--- src/rtl/mdu_pkg.sv ---
// Shared types and constants for the multiply/divide unit control path.
package mdu_pkg;

    localparam int DATA_W = 32;
    localparam int RES_W  = 2 * DATA_W;

    // LSB offsets of the remainder (HI) and quotient (LO) fields in the divider result
    localparam int HI_SLICE = DATA_W;
    localparam int LO_SLICE = 0;

    typedef enum logic [1:0] {
        IDLE  = 2'd0,
        ISSUE = 2'd1,
        WAIT  = 2'd2,
        DONE  = 2'd3
    } div_state_t;

endpackage

--- src/rtl/hilo_reg.sv ---
// Architectural HI/LO register pair with independent write enables.
module hilo_reg
    import mdu_pkg::*;
(
    input  logic              clk_i,
    input  logic              rst_ni,
    input  logic              hi_we_i,
    input  logic [DATA_W-1:0] hi_wd_i,
    input  logic              lo_we_i,
    input  logic [DATA_W-1:0] lo_wd_i,
    output logic [DATA_W-1:0] hi_o,
    output logic [DATA_W-1:0] lo_o
);

    logic [DATA_W-1:0] hi_q;
    logic [DATA_W-1:0] lo_q;

    always_ff @(posedge clk_i) begin
        if (!rst_ni) begin
            hi_q <= '0;
            lo_q <= '0;
        end else begin
            if (hi_we_i) hi_q <= hi_wd_i;
            if (lo_we_i) lo_q <= lo_wd_i;
        end
    end

    assign hi_o = hi_q;
    assign lo_o = lo_q;

endmodule

--- src/rtl/div_issue_ctrl.sv ---
// EX-stage divide issue/commit controller in front of div_self_align, owning HI/LO.
// Optional: define DIV_ZERO_BYPASS_EN to resolve divide-by-zero locally without the divider.
module div_issue_ctrl
    import mdu_pkg::*;
(
    input  logic              clk,
    input  logic              rst,
    input  logic              ex_div_req,
    input  logic              ex_div_sign,
    input  logic [DATA_W-1:0] ex_src_a,
    input  logic [DATA_W-1:0] ex_src_b,
    input  logic              ex_mthi,
    input  logic              ex_mtlo,
    input  logic [DATA_W-1:0] ex_mt_data,
    input  logic              flush,
    input  logic              stall_in,
    output logic              ex_stall,
    output logic [DATA_W-1:0] hi,
    output logic [DATA_W-1:0] lo,
    output logic [DATA_W-1:0] div_a,
    output logic [DATA_W-1:0] div_b,
    output logic              div_sign,
    output logic              div_opn_valid,
    output logic              div_rst,
    output logic              div_res_ready,
    input  logic              div_res_valid,
    input  logic [RES_W-1:0]  div_result
);

    div_state_t        state_q;
    logic [DATA_W-1:0] div_a_q;
    logic [DATA_W-1:0] div_b_q;
    logic              div_sign_q;
    logic              div_opn_valid_q;
    logic              div_res_ready_q;
    logic              div_rst_q;

    logic              accept;
    logic              bypass;
    logic              commit;
    logic              mt_ok;
    logic              hi_we_d;
    logic              lo_we_d;
    logic [DATA_W-1:0] hi_wd_d;
    logic [DATA_W-1:0] lo_wd_d;

    assign accept = (state_q == IDLE) & ex_div_req & ~flush;
`ifdef DIV_ZERO_BYPASS_EN
    assign bypass = accept & (ex_src_b == '0);
`else
    assign bypass = 1'b0;
`endif
    assign commit = (state_q == WAIT) & div_res_valid & ~flush;
    assign mt_ok  = (state_q == IDLE) & ~stall_in & ~flush;

    // commit and bypass live in different states; bypass outranks a stray MTHI/MTLO
    always_comb begin
        hi_we_d = 1'b0;
        lo_we_d = 1'b0;
        hi_wd_d = ex_mt_data;
        lo_wd_d = ex_mt_data;
        if (commit) begin
            hi_we_d = 1'b1;
            lo_we_d = 1'b1;
            hi_wd_d = div_result[HI_SLICE +: DATA_W];
            lo_wd_d = div_result[LO_SLICE +: DATA_W];
        end else if (bypass) begin
            hi_we_d = 1'b1;
            lo_we_d = 1'b1;
            hi_wd_d = ex_src_a;
            lo_wd_d = '1;
        end else if (mt_ok) begin
            hi_we_d = ex_mthi;
            lo_we_d = ex_mtlo;
        end
    end

    always_ff @(posedge clk) begin
        if (!rst) begin
            state_q         <= IDLE;
            div_a_q         <= '0;
            div_b_q         <= '0;
            div_sign_q      <= 1'b0;
            div_opn_valid_q <= 1'b0;
            div_res_ready_q <= 1'b0;
            div_rst_q       <= 1'b1;
        end else begin
            div_rst_q       <= flush;
            div_opn_valid_q <= 1'b0;
            div_res_ready_q <= 1'b0;
            case (state_q)
                IDLE: begin
                    if (accept) begin
                        if (bypass) begin
                            state_q <= DONE;
                        end else begin
                            div_a_q         <= ex_src_a;
                            div_b_q         <= ex_src_b;
                            div_sign_q      <= ex_div_sign;
                            div_opn_valid_q <= 1'b1;
                            state_q         <= ISSUE;
                        end
                    end
                end
                ISSUE: begin
                    if (flush) begin
                        state_q <= IDLE;
                    end else begin
                        state_q         <= WAIT;
                        div_res_ready_q <= 1'b1;
                    end
                end
                WAIT: begin
                    if (flush) begin
                        state_q <= IDLE;
                    end else if (div_res_valid) begin
                        state_q <= DONE;
                    end else begin
                        div_res_ready_q <= 1'b1;
                    end
                end
                DONE: begin
                    // a still-held req here is the finished instruction, never a new one
                    if (flush | ~stall_in) state_q <= IDLE;
                end
                default: state_q <= IDLE;
            endcase
        end
    end

    assign ex_stall = ((state_q == IDLE) & ex_div_req) | (state_q == ISSUE) | (state_q == WAIT);

    assign div_a         = div_a_q;
    assign div_b         = div_b_q;
    assign div_sign      = div_sign_q;
    assign div_opn_valid = div_opn_valid_q;
    assign div_res_ready = div_res_ready_q;
    assign div_rst       = div_rst_q;

    hilo_reg u_hilo (
        .clk_i   (clk),
        .rst_ni  (rst),
        .hi_we_i (hi_we_d),
        .hi_wd_i (hi_wd_d),
        .lo_we_i (lo_we_d),
        .lo_wd_i (lo_wd_d),
        .hi_o    (hi),
        .lo_o    (lo)
    );

endmodule

--- config.mk ---
export PLATFORM = sky130hd
export DESIGN_NAME = div_issue_ctrl
export DESIGN_NICKNAME = d
export VERILOG_FILES = /design/src/rtl/mdu_pkg.sv /design/src/rtl/hilo_reg.sv /design/src/rtl/div_issue_ctrl.sv
export SDC_FILE = /design/constraint.sdc
export NUM_CORES = 1
export LEC_CHECK = 0
export BUFFER_PORTS_ARGS = -buffer_cell sky130_fd_sc_hd__buf_2
export CORE_ASPECT_RATIO = 0.5
export CORE_UTILIZATION = 40
export DETAILED_ROUTE_END_ITERATION = 8
export GPL_ROUTABILITY_DRIVEN = 0
export GPL_TIMING_DRIVEN = 0
export PLACE_DENSITY_LB_ADDON = 0.3
export SLEW_MARGIN = 20
export SYNTH_ARGS = -nofsm -noshare
export SYNTH_HDL_FRONTEND = slang
export SYNTH_SLANG_ARGS = --single-unit
--- constraint.sdc ---
create_clock -name clk -period 1.5 [get_ports clk]
set_input_delay 0.45 -clock clk [delete_from_list [all_inputs] [get_ports clk]]
set_output_delay 0.45 -clock clk [all_outputs]
set_load 0.005 [all_outputs]
==> report_table.html <==
<table>
<tr><th>Metric</th><th>Value</th></tr>
<tr><th colspan="2">Drt</th></tr>
<tr><td>Vias after detailed routing</td><td>6680</td></tr>
<tr><td>Total met2 wirelength after detailed routing</td><td>11500 um</td></tr>
<tr><td>Routed length on met1</td><td>8940 um</td></tr>
<tr><td>Antenna Violating Nets Remaining</td><td>0</td></tr>
<tr><td>Via-to-Cell Ratio</td><td>5.53</td></tr>
<tr><td>Total length of routed wires</td><td>23500 um</td></tr>
<tr><td>Topmost layer with routed signal wires</td><td>met5</td></tr>
<tr><td>First-pass iteration count of the detailed router</td><td>5</td></tr>
<tr><td>Remaining routing DRC violations</td><td>0</td></tr>
<tr><td>Metal3 WL</td><td>1850 um</td></tr>
<tr><td>Count of routing violations after the opening detailed-route iteration</td><td>487</td></tr>
<tr><td>Drt wl/cell</td><td>19.5 um</td></tr>
<tr><th colspan="2">Pwr</th></tr>
<tr><td>Power per unit of standard cell area</td><td>1030 nW/um^2</td></tr>
<tr><td>Total power of the final layout</td><td>0.0103 W</td></tr>
<tr><td>Leakage power</td><td>4.38 nW</td></tr>
<tr><td>Maximum resistive drop on vdd</td><td>0.652 mV</td></tr>
<tr><th colspan="2">Timing</th></tr>
<tr><td>Max Transition Viols Final</td><td>0</td></tr>
<tr><td>Clock skew</td><td>6.00 ps</td></tr>
<tr><td>Slack of the critical path</td><td>-406 ps</td></tr>
<tr><td>Setup-violating endpoint count in the final report</td><td>130</td></tr>
<tr><td>Fmax</td><td>525 MHz</td></tr>
<tr><td>Final worst-path cycle share</td><td>127%</td></tr>
<tr><td>Final Hold Fails</td><td>0</td></tr>
<tr><td>Time the worst path needs with I/O delays and setup</td><td>1910 ps</td></tr>
<tr><td>Rel. slew slack</td><td>52.6%</td></tr>
<tr><td>RSZ-0062 raised after global routing</td><td>yes</td></tr>
<tr><td>Measured slew at the worst slew-check pin</td><td>711 ps</td></tr>
<tr><th colspan="2">Clock tree</th></tr>
<tr><td>Number of hold buffers added after CTS</td><td>0</td></tr>
<tr><td>TritonCTS clock tree</td><td>built</td></tr>
<tr><td>Clock latency reported for the late side of the worst-skew pair</td><td>420 ps</td></tr>
<tr><td>CTS clock-pin slew for the worst setup and hold paths</td><td>60 ps</td></tr>
<tr><td>H-tree Lvls</td><td>4</td></tr>
<tr><td>Clock sinks</td><td>134</td></tr>
<tr><td>Number of buffers on the longest clock path</td><td>2</td></tr>
<tr><td>Root buffer selected by CTS</td><td>sky130_fd_sc_hd__clkbuf_16</td></tr>
<tr><td>Number of clock buffers inserted by TritonCTS</td><td>17</td></tr>
<tr><th colspan="2">Synth</th></tr>
<tr><td>Number of nets produced by synthesis</td><td>820</td></tr>
<tr><td>Post-Syn Instances</td><td>646</td></tr>
<tr><td>Number of flip-flops and latches in the synthesized netlist</td><td>134</td></tr>
<tr><td>Count of synthesis-stage warnings from yosys</td><td>0</td></tr>
<tr><td>Seq/Total Area, Yosys</td><td>49.2%</td></tr>
<tr><td>Count of unique library cells instantiated by Yosys</td><td>33</td></tr>
<tr><td>Synthesized area</td><td>5450 um^2</td></tr>
<tr><td>Average cell area after synthesis</td><td>8.43 um^2</td></tr>
<tr><th colspan="2">Critical path</th></tr>
<tr><td>CP delay by family, top</td><td>flip-flops</td></tr>
<tr><td>Sequence of cells on the critical path</td><td>inv_6 -&gt; ha_4 -&gt; a211o_1 -&gt; buf_2</td></tr>
<tr><td>Worst reg2reg path startpoint</td><td>state_q[1]</td></tr>
<tr><td>CP endpoint kind</td><td>output pin</td></tr>
<tr><td>R2R Setup Slk</td><td>-310 ps</td></tr>
<tr><td>Crit path depth</td><td>4</td></tr>
<tr><td>Worst setup path startpoint</td><td>state_q[1]</td></tr>
<tr><td>Crit path kind</td><td>reg -&gt; out</td></tr>
<tr><td>Worst Reg-to-Reg Cells</td><td>8</td></tr>
<tr><td>Crit path launch type</td><td>register</td></tr>
<tr><td>Crit Reg-Reg Endpoint</td><td>u_hilo.lo_o[17]</td></tr>
<tr><td>CP Data Arrival Time</td><td>1460 ps</td></tr>
<tr><td>CP bufs+invs</td><td>2</td></tr>
<tr><td>Critical Path RT</td><td>1050 ps</td></tr>
<tr><td>Maximum fanout along the worst path</td><td>5</td></tr>
<tr><td>Highest-delay cell along the critical path</td><td>sky130_fd_sc_hd__dfxtp_4</td></tr>
<tr><td>Stage delay of the slowest cell on the critical path</td><td>410 ps</td></tr>
<tr><th colspan="2">Floorplanning</th></tr>
<tr><td>Cell row count</td><td>29</td></tr>
<tr><td>Area of the die</td><td>14100 um^2</td></tr>
<tr><td>Height of the chip</td><td>84.5 um</td></tr>
<tr><td>Core area</td><td>13000 um^2</td></tr>
<tr><td>Initial standard-cell utilization of the core</td><td>42.1%</td></tr>
<tr><td>Top-level I/O count</td><td>302</td></tr>
<tr><td>Horizontal die dimension</td><td>167 um</td></tr>
<tr><th colspan="2">Status</th></tr>
<tr><td>Outcome</td><td>complete, but fails checks</td></tr>
<tr><td>Failing checks</td><td>negative setup slack</td></tr>
<tr><th colspan="2">Finish</th></tr>
<tr><td>Fraction of layout instances using a drive strength above 1</td><td>61.7%</td></tr>
<tr><td>End-of-flow core utilization</td><td>77.1%</td></tr>
<tr><td>Leading cell type in the layout, fill and taps excluded</td><td>sky130_fd_sc_hd__buf_2</td></tr>
<tr><td>Highest-count cells in the layout ignoring fill and taps</td><td>sky130_fd_sc_hd__buf_2, sky130_fd_sc_hd__dfxtp_1, sky130_fd_sc_hd__nand2_1</td></tr>
<tr><td>Post-synthesis to final-layout area growth</td><td>83.3%</td></tr>
<tr><td>Final net count</td><td>1195</td></tr>
<tr><th colspan="2">Min path</th></tr>
<tr><td>Hold_sp</td><td>ex_src_a[15]</td></tr>
<tr><td>Worst hold path cell count</td><td>3</td></tr>
<tr><td>Worst hold path endpoint</td><td>div_a[15]</td></tr>
<tr><td>Path class of the lowest-slack min-delay path</td><td>in -&gt; reg</td></tr>
<tr><th colspan="2">Global route</th></tr>
<tr><td>Initial antenna violation count</td><td>4</td></tr>
<tr><td>Total Routing Usage GR</td><td>29.1%</td></tr>
<tr><td>Wire length of the first global-routing pass</td><td>32200 um</td></tr>
<tr><td>Global-route congestion overflow total</td><td>0</td></tr>
<tr><td>Number of global-route vias before repair</td><td>6265</td></tr>
<tr><td>Maximum number of pins on one net before global-route repair</td><td>17</td></tr>
<tr><th colspan="2">Placed design</th></tr>
<tr><td>Setup slack after placement</td><td>-429 ps</td></tr>
<tr><td>Buffers added on ports</td><td>301</td></tr>
<tr><td>Post-detailed-placement half-perimeter wirelength</td><td>12600 um</td></tr>
<tr><th colspan="2">Job</th></tr>
<tr><td>Reported max-cap violation count</td><td>0</td></tr>
</table>
-- cells by family after synthesis --
| group | share of synthesized area, % |
|---|---|
| AOI/OAI and AO/OA | 25.0 |
| adders and majority gates | 1.15 |
| DFF | 49.2 |
| and+or+nand+nor | 14.7 |
| buffers and inverters | 9.94 |
-- worst register-to-register path: stages (launching register included) --
cell	delay, ps
sky130_fd_sc_hd__dfxtp_4	410
sky130_fd_sc_hd__inv_6	60
sky130_fd_sc_hd__buf_6	120
sky130_fd_sc_hd__ha_4	180
sky130_fd_sc_hd__buf_6	120
sky130_fd_sc_hd__or2b_4	320
sky130_fd_sc_hd__clkbuf_16	220
sky130_fd_sc_hd__nor2_4	50
sky130_fd_sc_hd__a221oi_2	230
-- layer usage --
metal | up-vias | global-route usage (%)
li1 | 2980 | -
met1 | 3181 | 32.6
met2 | 395 | 52.8
met3 | 122 | 8.20
met4 | 2 | 11.6
met5 | - | 0
-- worst max-delay path by stage --
| stage | endpoint | slack (ps) |
|---|---|---|
| floorplan | div_b[12] | 2 |
| global placement | u_hilo.lo_o[23] | -400 |
| detailed placement | u_hilo.lo_o[16] | -430 |
| finish | ex_stall | -410 |
| CTS | ex_stall | -340 |
| global route | u_hilo.hi_o[28] | -420 |
-- sequential cells by signal (all words and copies together), names as in the netlist --
register       cells
div_a             32
div_b             32
u_hilo.hi_o       32
u_hilo.lo_o       32
state_q            2
div_opn_valid      1
div_res_ready      1
div_rst            1
div_sign           1
-- where the power goes --
group	leakage [nW]	switching [W]	internal (W)	total, W
Sequential	1.09	0.000112	0.00376	0.00387
Clock	0.291	0.00166	0.00269	0.00436
Combinational	3.00	0.00106	0.00102	0.00207
Total	4.38	0.00284	0.00746	0.0103
-- cell usage after synthesis --
library cell	number	area share (%)
sky130_fd_sc_hd__a221oi_2	12	3.3
sky130_fd_sc_hd__o21ai_0	62	5.7
sky130_fd_sc_hd__nand3b_4	2	0.73
sky130_fd_sc_hd__ha_1	5	1.1
sky130_fd_sc_hd__and4b_1	1	0.18
sky130_fd_sc_hd__nor2_1	33	2.3
sky130_fd_sc_hd__nand4b_1	1	0.16
sky130_fd_sc_hd__nor4_1	4	0.46
sky130_fd_sc_hd__nor3_1	1	0.092
sky130_fd_sc_hd__buf_2	13	1.2
sky130_fd_sc_hd__inv_1	67	4.6
sky130_fd_sc_hd__buf_6	6	1.2
sky130_fd_sc_hd__nand3b_1	1	0.14
sky130_fd_sc_hd__and2_1	2	0.23
sky130_fd_sc_hd__buf_4	10	1.4
sky130_fd_sc_hd__nor2b_1	3	0.34
sky130_fd_sc_hd__a211o_1	1	0.16
sky130_fd_sc_hd__or2b_1	1	0.14
sky130_fd_sc_hd__a221oi_1	48	7.7
sky130_fd_sc_hd__dfxtp_1	134	49
sky130_fd_sc_hd__nor3b_2	2	0.46
sky130_fd_sc_hd__a22oi_1	1	0.14
sky130_fd_sc_hd__o221ai_1	2	0.32
sky130_fd_sc_hd__o211a_1	1	0.18
sky130_fd_sc_hd__a21oi_1	66	6.1
sky130_fd_sc_hd__a21o_1	3	0.41
sky130_fd_sc_hd__nand3_1	2	0.18
sky130_fd_sc_hd__clkbuf_1	22	1.5
sky130_fd_sc_hd__nand2_1	131	9.0
sky130_fd_sc_hd__a211oi_1	4	0.55
sky130_fd_sc_hd__o211ai_1	3	0.41
sky130_fd_sc_hd__nand2b_1	1	0.11
sky130_fd_sc_hd__nor4b_1	1	0.16
-- area by class of cell --
type	count	area (um^2)
flip-flops and latches	134	2690
inverters	67	262
plain buffers	49	531
well taps	170	213
multi-input cells	394	3300
clock buffers	19	453
fillers	837	2970
repair buffers	358	2380
diodes	4	10.0
clock inverters	12	154
-- timing repair --
action | 4_1_cts | 5_1_grt
endpoints found under the setup margin | 131 | 131
pin swaps | 65 | 67
resized for setup | 243 | 155
gates cloned | 24 | 3
buffers inserted | 30 | 9
-- stage by stage --
stage / setup TNS (ps) / area, um^2 / cells / hold slack (ps)
2_1_floorplan: 0 / 5480 / 646 / 446
3_3_place_gp: -35220 / 7200 / 1117 / 439
3_5_place_dp: -38950 / 7200 / 1117 / 443
4_1_cts: -29250 / 9380 / 1202 / 263
5_1_grt: -29510 / 9990 / 1206 / 262
6_report: -25220 / 9990 / 1207 / 258
Note: power is estimated with default switching activity, not from simulation.
